`config.mk`:
```
export PLATFORM = sky130hd
export DESIGN_NAME = uart_tx_arbiter
export DESIGN_NICKNAME = d
export VERILOG_FILES = /design/src/rtl/uart_arb_pkg.sv /design/src/rtl/rr_picker.sv /design/src/rtl/uart_tx_arbiter.sv
export SDC_FILE = /design/constraint.sdc
export NUM_CORES = 1
export LEC_CHECK = 0
export ABC_AREA = 1
export CORE_MARGIN = 2
export CORE_UTILIZATION = 47
export CTS_CLUSTER_SIZE = 40
export DETAILED_ROUTE_END_ITERATION = 12
export PLACE_DENSITY = 0.9
export RECOVER_POWER = 50
export SLEW_MARGIN = 10
export SYNTH_ARGS = -nofsm -noshare
export SYNTH_HDL_FRONTEND = slang
export SYNTH_HIERARCHICAL = 1
export SYNTH_SLANG_ARGS = --single-unit
export TNS_END_PERCENT = 1
```
`constraint.sdc`:
```
create_clock -name clk -period 2.3 [get_ports clk]
set_clock_uncertainty 0.1 [all_clocks]
set_input_delay 0.46 -clock clk [delete_from_list [all_inputs] [get_ports clk]]
set_output_delay 0.46 -clock clk [all_outputs]
set_load 0.05 [all_outputs]
```
`src/rtl/uart_arb_pkg.sv`:
```
// Shared definitions for the UART TX arbiter and its helpers.
// Contents:
//   FRAME_LEN / LAST_IDX  length of one ASCII frame and index of its final byte
//   ASCII_CR / ASCII_LF   line terminator bytes appended to every frame
//   TAG_BASE              ASCII 'A', the tag of requester 0
//   arb_state_t           arbiter state encoding
//   nib2hex()             4-bit nibble to upper-case ASCII hex digit
package uart_arb_pkg;

  localparam int         FRAME_LEN = 7;
  localparam logic [2:0] LAST_IDX  = 3'(FRAME_LEN - 1);
  localparam logic [7:0] ASCII_CR  = 8'h0D;
  localparam logic [7:0] ASCII_LF  = 8'h0A;
  localparam logic [7:0] TAG_BASE  = 8'h41;

  typedef enum logic [1:0] {
    IDLE = 2'd0,
    SEND = 2'd1,
    DONE = 2'd2
  } arb_state_t;

  // 0-9 land on '0'-'9' (0x30 base); A-F land on 'A'-'F', which is 0x37 + nibble.
  function automatic logic [7:0] nib2hex(input logic [3:0] nib);
    if (nib < 4'd10) begin
      return 8'h30 + {4'h0, nib};
    end
    return 8'h37 + {4'h0, nib};
  endfunction

endpackage

```
`src/rtl/rr_picker.sv`:
```
// Combinational round-robin picker.
// Searches the request vector starting one position after the previous
// winner and wrapping around, so the previous winner has lowest priority.
// Ports:
//   i_req         request vector, one bit per requester
//   i_last_grant  index of the previous winner
//   o_valid       at least one request is present
//   o_idx         winning index (meaningful only when o_valid is high)
module rr_picker #(
  parameter int NUM_REQ = 4
) (
  input  logic [NUM_REQ-1:0] i_req,
  input  logic [1:0]         i_last_grant,
  output logic               o_valid,
  output logic [1:0]         o_idx
);

  // Walk the NUM_REQ candidates in priority order; the first hit wins and
  // later hits are masked by o_valid. last_grant < NUM_REQ, so a single
  // subtraction is enough to wrap the candidate index.
  always_comb begin
    int cand;
    cand    = 0;
    o_valid = 1'b0;
    o_idx   = 2'd0;
    for (int i = 1; i <= NUM_REQ; i++) begin
      cand = int'(i_last_grant) + i;
      if (cand >= NUM_REQ) begin
        cand = cand - NUM_REQ;
      end
      if (!o_valid && i_req[cand]) begin
        o_valid = 1'b1;
        o_idx   = 2'(cand);
      end
    end
  end

endmodule

```
`src/rtl/uart_tx_arbiter.sv`:
```
// Round-robin sharer of the UART controller's TX FIFO push port.
// Each requester posts a 16-bit value; the granted value is sent as the
// 7-byte ASCII frame  tag, hex3, hex2, hex1, hex0, CR, LF  where the tag is
// 'A' + requester index. Bytes are pushed one per cycle while the FIFO is
// not full, and the requester receives a one-cycle ack afterwards.
// Ports:
//   clk           system clock, rising edge
//   rst           asynchronous active-low reset
//   req           per-requester request level, held until ack
//   req_data      requester i value in bits [16*i+15:16*i]
//   ack           one-cycle pulse when requester i's frame is fully pushed
//   tx_full       TX FIFO full flag
//   tx_push       push strobe to the TX FIFO
//   tx_push_data  byte pushed while tx_push is high
//   busy          high whenever the arbiter is not idle
//   grant_id      index of the current or most recent grantee
module uart_tx_arbiter
  import uart_arb_pkg::*;
#(
  parameter int NUM_REQ = 4,
  parameter int CLK_HZ  = 100_000_000
) (
  input  logic                   clk,
  input  logic                   rst,
  input  logic [NUM_REQ-1:0]     req,
  input  logic [16*NUM_REQ-1:0]  req_data,
  output logic [NUM_REQ-1:0]     ack,
  input  logic                   tx_full,
  output logic                   tx_push,
  output logic [7:0]             tx_push_data,
  output logic                   busy,
  output logic [1:0]             grant_id
);

  // An out-of-range configuration never grants, rather than indexing
  // requesters that do not exist.
  localparam bit CFG_OK = (NUM_REQ >= 1) && (NUM_REQ <= 4) && (CLK_HZ > 0);

  arb_state_t         r_state;
  arb_state_t         w_next_state;
  logic [2:0]         r_byte_idx;
  logic [15:0]        r_frame;
  logic [1:0]         r_grant_id;
  logic [1:0]         r_last_grant;
  logic [NUM_REQ-1:0] r_ack;

  logic               w_pick_valid;
  logic [1:0]         w_pick_idx;
  logic               w_grant;
  logic               w_push;
  logic               w_last_byte;
  logic [15:0]        w_sel_data;
  logic [NUM_REQ-1:0] w_ack_onehot;
  logic [7:0]         w_byte;

  rr_picker #(
    .NUM_REQ (NUM_REQ)
  ) u_picker (
    .i_req        (req),
    .i_last_grant (r_last_grant),
    .o_valid      (w_pick_valid),
    .o_idx        (w_pick_idx)
  );

  assign w_sel_data   = req_data[int'(w_pick_idx)*16 +: 16];
  assign w_ack_onehot = NUM_REQ'(1) << r_grant_id;

  always_ff @(posedge clk or negedge rst) begin
    if (!rst) begin
      r_state <= IDLE;
    end else begin
      r_state <= w_next_state;
    end
  end

  // Next-state logic. The push strobe is combinational on tx_full so a
  // full FIFO blocks the push in the same cycle; the byte index only moves
  // on an actual push, which is what guarantees no byte is lost or repeated.
  always_comb begin
    w_next_state = r_state;
    w_grant      = 1'b0;
    w_push       = 1'b0;
    w_last_byte  = 1'b0;
    unique case (r_state)
      IDLE: begin
        if (w_pick_valid && CFG_OK) begin
          w_grant      = 1'b1;
          w_next_state = SEND;
        end
      end
      SEND: begin
        if (!tx_full) begin
          w_push = 1'b1;
          if (r_byte_idx == LAST_IDX) begin
            w_last_byte  = 1'b1;
            w_next_state = DONE;
          end
        end
      end
      DONE: begin
        w_next_state = IDLE;
      end
      default: begin
        w_next_state = IDLE;
      end
    endcase
  end

  // Data is captured at grant time, so requesters may change req_data or
  // drop req once granted. ack is raised on the edge that pushes the last
  // byte, which makes it visible exactly during the DONE cycle.
  always_ff @(posedge clk or negedge rst) begin
    if (!rst) begin
      r_byte_idx   <= 3'd0;
      r_frame      <= 16'h0000;
      r_grant_id   <= 2'd0;
      r_last_grant <= 2'(NUM_REQ - 1);
      r_ack        <= '0;
    end else begin
      r_ack <= '0;
      if (w_grant) begin
        r_frame    <= w_sel_data;
        r_grant_id <= w_pick_idx;
        r_byte_idx <= 3'd0;
      end
      if (w_push) begin
        if (w_last_byte) begin
          r_byte_idx <= 3'd0;
          r_ack      <= w_ack_onehot;
        end else begin
          r_byte_idx <= r_byte_idx + 3'd1;
        end
      end
      if (r_state == DONE) begin
        r_last_grant <= r_grant_id;
      end
    end
  end

  // Frame byte selection from registered sources only; the bus reads zero
  // outside SEND so nothing stale is presented to the FIFO.
  always_comb begin
    w_byte = 8'h00;
    if (r_state == SEND) begin
      case (r_byte_idx)
        3'd0:    w_byte = TAG_BASE + {6'b0, r_grant_id};
        3'd1:    w_byte = nib2hex(r_frame[15:12]);
        3'd2:    w_byte = nib2hex(r_frame[11:8]);
        3'd3:    w_byte = nib2hex(r_frame[7:4]);
        3'd4:    w_byte = nib2hex(r_frame[3:0]);
        3'd5:    w_byte = ASCII_CR;
        3'd6:    w_byte = ASCII_LF;
        default: w_byte = 8'h00;
      endcase
    end
  end

  assign tx_push      = w_push;
  assign tx_push_data = w_byte;
  assign busy         = (r_state != IDLE);
  assign grant_id     = r_grant_id;
  assign ack          = r_ack;

endmodule

```
==> flow_metrics.env <==
export IMPL_num_vias=3036
export IMPL_relSlewSlack=0.5306
export IMPL_grt_pass1_wl_mm=12.31
export IMPL_fp_dieW_um=78.11
export IMPL_diodes=0
export IMPL_cts_buffers=5
export IMPL_p_int_uw=3280
export IMPL_netlist_area_mm2=0.002581
export IMPL_endpoint_kind="output pin"
export IMPL_tns_ps=-19.81
export IMPL_drcViolationCount=0
export IMPL_violations="negative setup slack"
export IMPL_cts_tree="done"
export IMPL_core_mm2=0.005205
export IMPL_start_util=0.4959
export IMPL_cp_start_kind="flip-flop"
export IMPL_switchingPower_uw=3591
export IMPL_h_tree_depth=2
export IMPL_r2r_cells=12
export IMPL_cp_arrival_ps=1750
export IMPL_seqPwrFrac=0.141
export IMPL_yosysTopAreaCell="dfrtp_1"
export IMPL_synth_seq_cells=29
export IMPL_clockBufferDepth=2
export IMPL_rows=26
export IMPL_first_iter_violations=153
export IMPL_post_route_util=0.7666
export IMPL_die_area_mm2=0.006100
export IMPL_grt_pass1_vias=2929
export IMPL_hp_class="flip-flop to flip-flop"
export IMPL_min_period_over_period=1.005
export IMPL_ant_nets=0
export IMPL_cp_required_ps=1740
export IMPL_path_clk_slew_ps=60
export IMPL_dr_pass1_iters=5
export IMPL_synthCells=402
export IMPL_synth_top_area_share=0.2618
export IMPL_syn_nets=486
export IMPL_fill_cells=368
export IMPL_ir_worst_vdd_mv=0.8367
export IMPL_routabilityCongestion=0.8902
export IMPL_area_growth_syn_to_layout_pct=54.58
export IMPL_period_needed_ps=2311
export IMPL_rsz0062_at_grt="yes"
export IMPL_dieHeight_um=78.11
export IMPL_power_switching_share=0.5227
export IMPL_wl_per_cell_um=13.69
export IMPL_nets=583
export IMPL_status="finished, violations left"
export IMPL_pwr_density_cell_mw_per_mm2=1722
export IMPL_dp_cells=559
export IMPL_comb_power_share=0.794
export IMPL_worst_pin_slew_ps=704.1
export IMPL_slew_violations=0
export IMPL_yosysWarningCount=6
export IMPL_p_leak_uw=0.001777
export IMPL_ys_seq_area_frac=0.2821
export IMPL_finalWirelength_mm=7.804
export IMPL_gr_total_overflow=0
export IMPL_crit_type="flip-flop to output pin"
export IMPL_holdPathStages=2
export IMPL_drive_above_1_share=0.2400
export IMPL_io_pins=87
export IMPL_worst_slack_ps=-10.81
export IMPL_via_per_inst=5.326
export IMPL_post_synth_num_cell_types=26
export IMPL_hpwl_mm=5.814
export IMPL_fmax_ghz=0.4327
export IMPL_port_buffers=85
export IMPL_p_clk_frac=0.064
export IMPL_grt_max_degree=32
export IMPL_ff2ff_setup_slack_ps=10
export IMPL_cap_violations=0
export IMPL_worst_path_max_fanout=4
export IMPL_clock_sinks=29
export IMPL_setup_viol=2
export IMPL_synth_area_per_cell_um2=6.421
export IMPL_cts_hold_buf=0
export IMPL_ys_top_cells_by_area="dfrtp_1 26%, nand2_1 14%, o21ai_1 9.1%, nor2_1 8.3%, ha_1 6.3%"
export IMPL_antenna_found_initial=0
export IMPL_clock_latency_ps=290
export IMPL_grt_use_total=0.2474
export IMPL_cts_root_buf="clkbuf_8"
export IMPL_fin_cells=570
export IMPL_final_hold_viol_count=0
-- flip-flops by register name, summed over array words and instances (netlist names) --
signal,count
grant_id,2
ack,4
r_byte_idx,3
r_state,2
r_frame,16
r_last_grant,2
-- worst paths after layout --
check / startpoint / to
setup / recovery: r_byte_idx[1] / tx_push_data[0]
hold / removal: grant_id[0] / grant_id[0]
setup reg to reg: r_last_grant[0] / r_frame[1]
hold reg to reg: grant_id[0] / grant_id[0]
max in group asynchronous: rst / grant_id[0]
min in group asynchronous: rst / r_frame[8]
-- placed cells by master, fill, tap and decap left out, drive strengths merged --
cell / count
dlygate4sd3: 1
nor2: 64
dfrtp: 27
nand2: 110
o21a: 1
nand4: 5
buf: 23
or2: 1
clkbuf: 11
a21oi: 7
o21ai: 61
ha: 13
conb: 1
nand3b: 1
dfstp: 2
nand3: 32
clkdlybuf4s50: 76
nor3: 1
o22ai: 17
inv: 46
-- cell usage after synthesis (all sizes together) --
cell type / count
nor3: 1
dfrtp: 27
o21a: 1
ha: 13
nor2: 64
dfstp: 2
or2: 1
nand3: 32
buf: 13
o21ai: 61
nand3b: 1
o22ai: 17
nand4: 5
nand2: 110
a21oi: 7
conb: 1
inv: 46
-- final cells by class --
cell class | count | area (um2) | share of cell area
Multi-Input combinational cell | 314 | 1765 | 0.4425
Timing Repair Buffer | 103 | 1131 | 0.2835
Sequential cell | 29 | 730.7 | 0.1831
Inverter | 46 | 185.2 | 0.04641
Clock buffer | 8 | 90.09 | 0.02258
Tap cell | 70 | 87.58 | 0.02195
-- through the flow --
stage | setup WS [ps] | hold WS (ps) | total power (uW) | cell area (um2)
2_1_floorplan | -39.96 | 64.41 | 4092 | 2586
3_3_place_gp | -296.0 | 448.3 | 5610 | 3656
3_5_place_dp | -331.1 | 458.9 | 5733 | 3656
4_1_cts | -26.69 | 472.0 | 6246 | 3765
5_1_grt | -119.5 | 500.9 | 7414 | 3990
6_report | -10.81 | 461.6 | 6871 | 3990
-- critical path, stage by stage (launching register included) --
cell and delay [ps]:
dfrtp_1 410, inv_2 130, ha_4 170, nand2_2 100
inv_2 100, nand3_1 90, nand3_1 120, nor2_1 60
nor2_2 120, buf_12 150
-- per-layer routing --
metal / vias to the layer above / wire, um / global-route usage
li1: 1508 / - / -
met1: 1387 / 3049 / 0.2752
met2: 124 / 4178 / 0.4741
met3: 17 / 413 / 0.04368
met4: 0 / 164 / 0.07719
met5: - / 0 / 0
-- kinds of logic after synthesis --
kind of cell | Yosys count | synth area share
buffers and inverters | 59 | 0.1023
adders and majority gates | 13 | 0.06302
AOI/OAI and AO/OA | 86 | 0.1760
DFF | 29 | 0.2821
other | 1 | 0.001453
and+or+nand+nor | 214 | 0.3752
-- power groups by stage --
stage | Sequential [uW] | Clock, uW | Combinational (uW)
6_report | 971 | 441 | 5460
5_1_grt | 1000 | 468 | 5940
4_1_cts | 940 | 438 | 4870
3_5_place_dp | 942 | 0 | 4790
3_3_place_gp | 934 | 0 | 4680
2_1_floorplan | 947 | 0 | 3150
-- timing repair --
item	4_1_cts	5_1_grt
cloned	0	1
setup buffers	0	2
pin swaps	1	13
gates resized for setup	10	55
setup endpoints to repair	13	23
(Power assumes the default switching activity.)
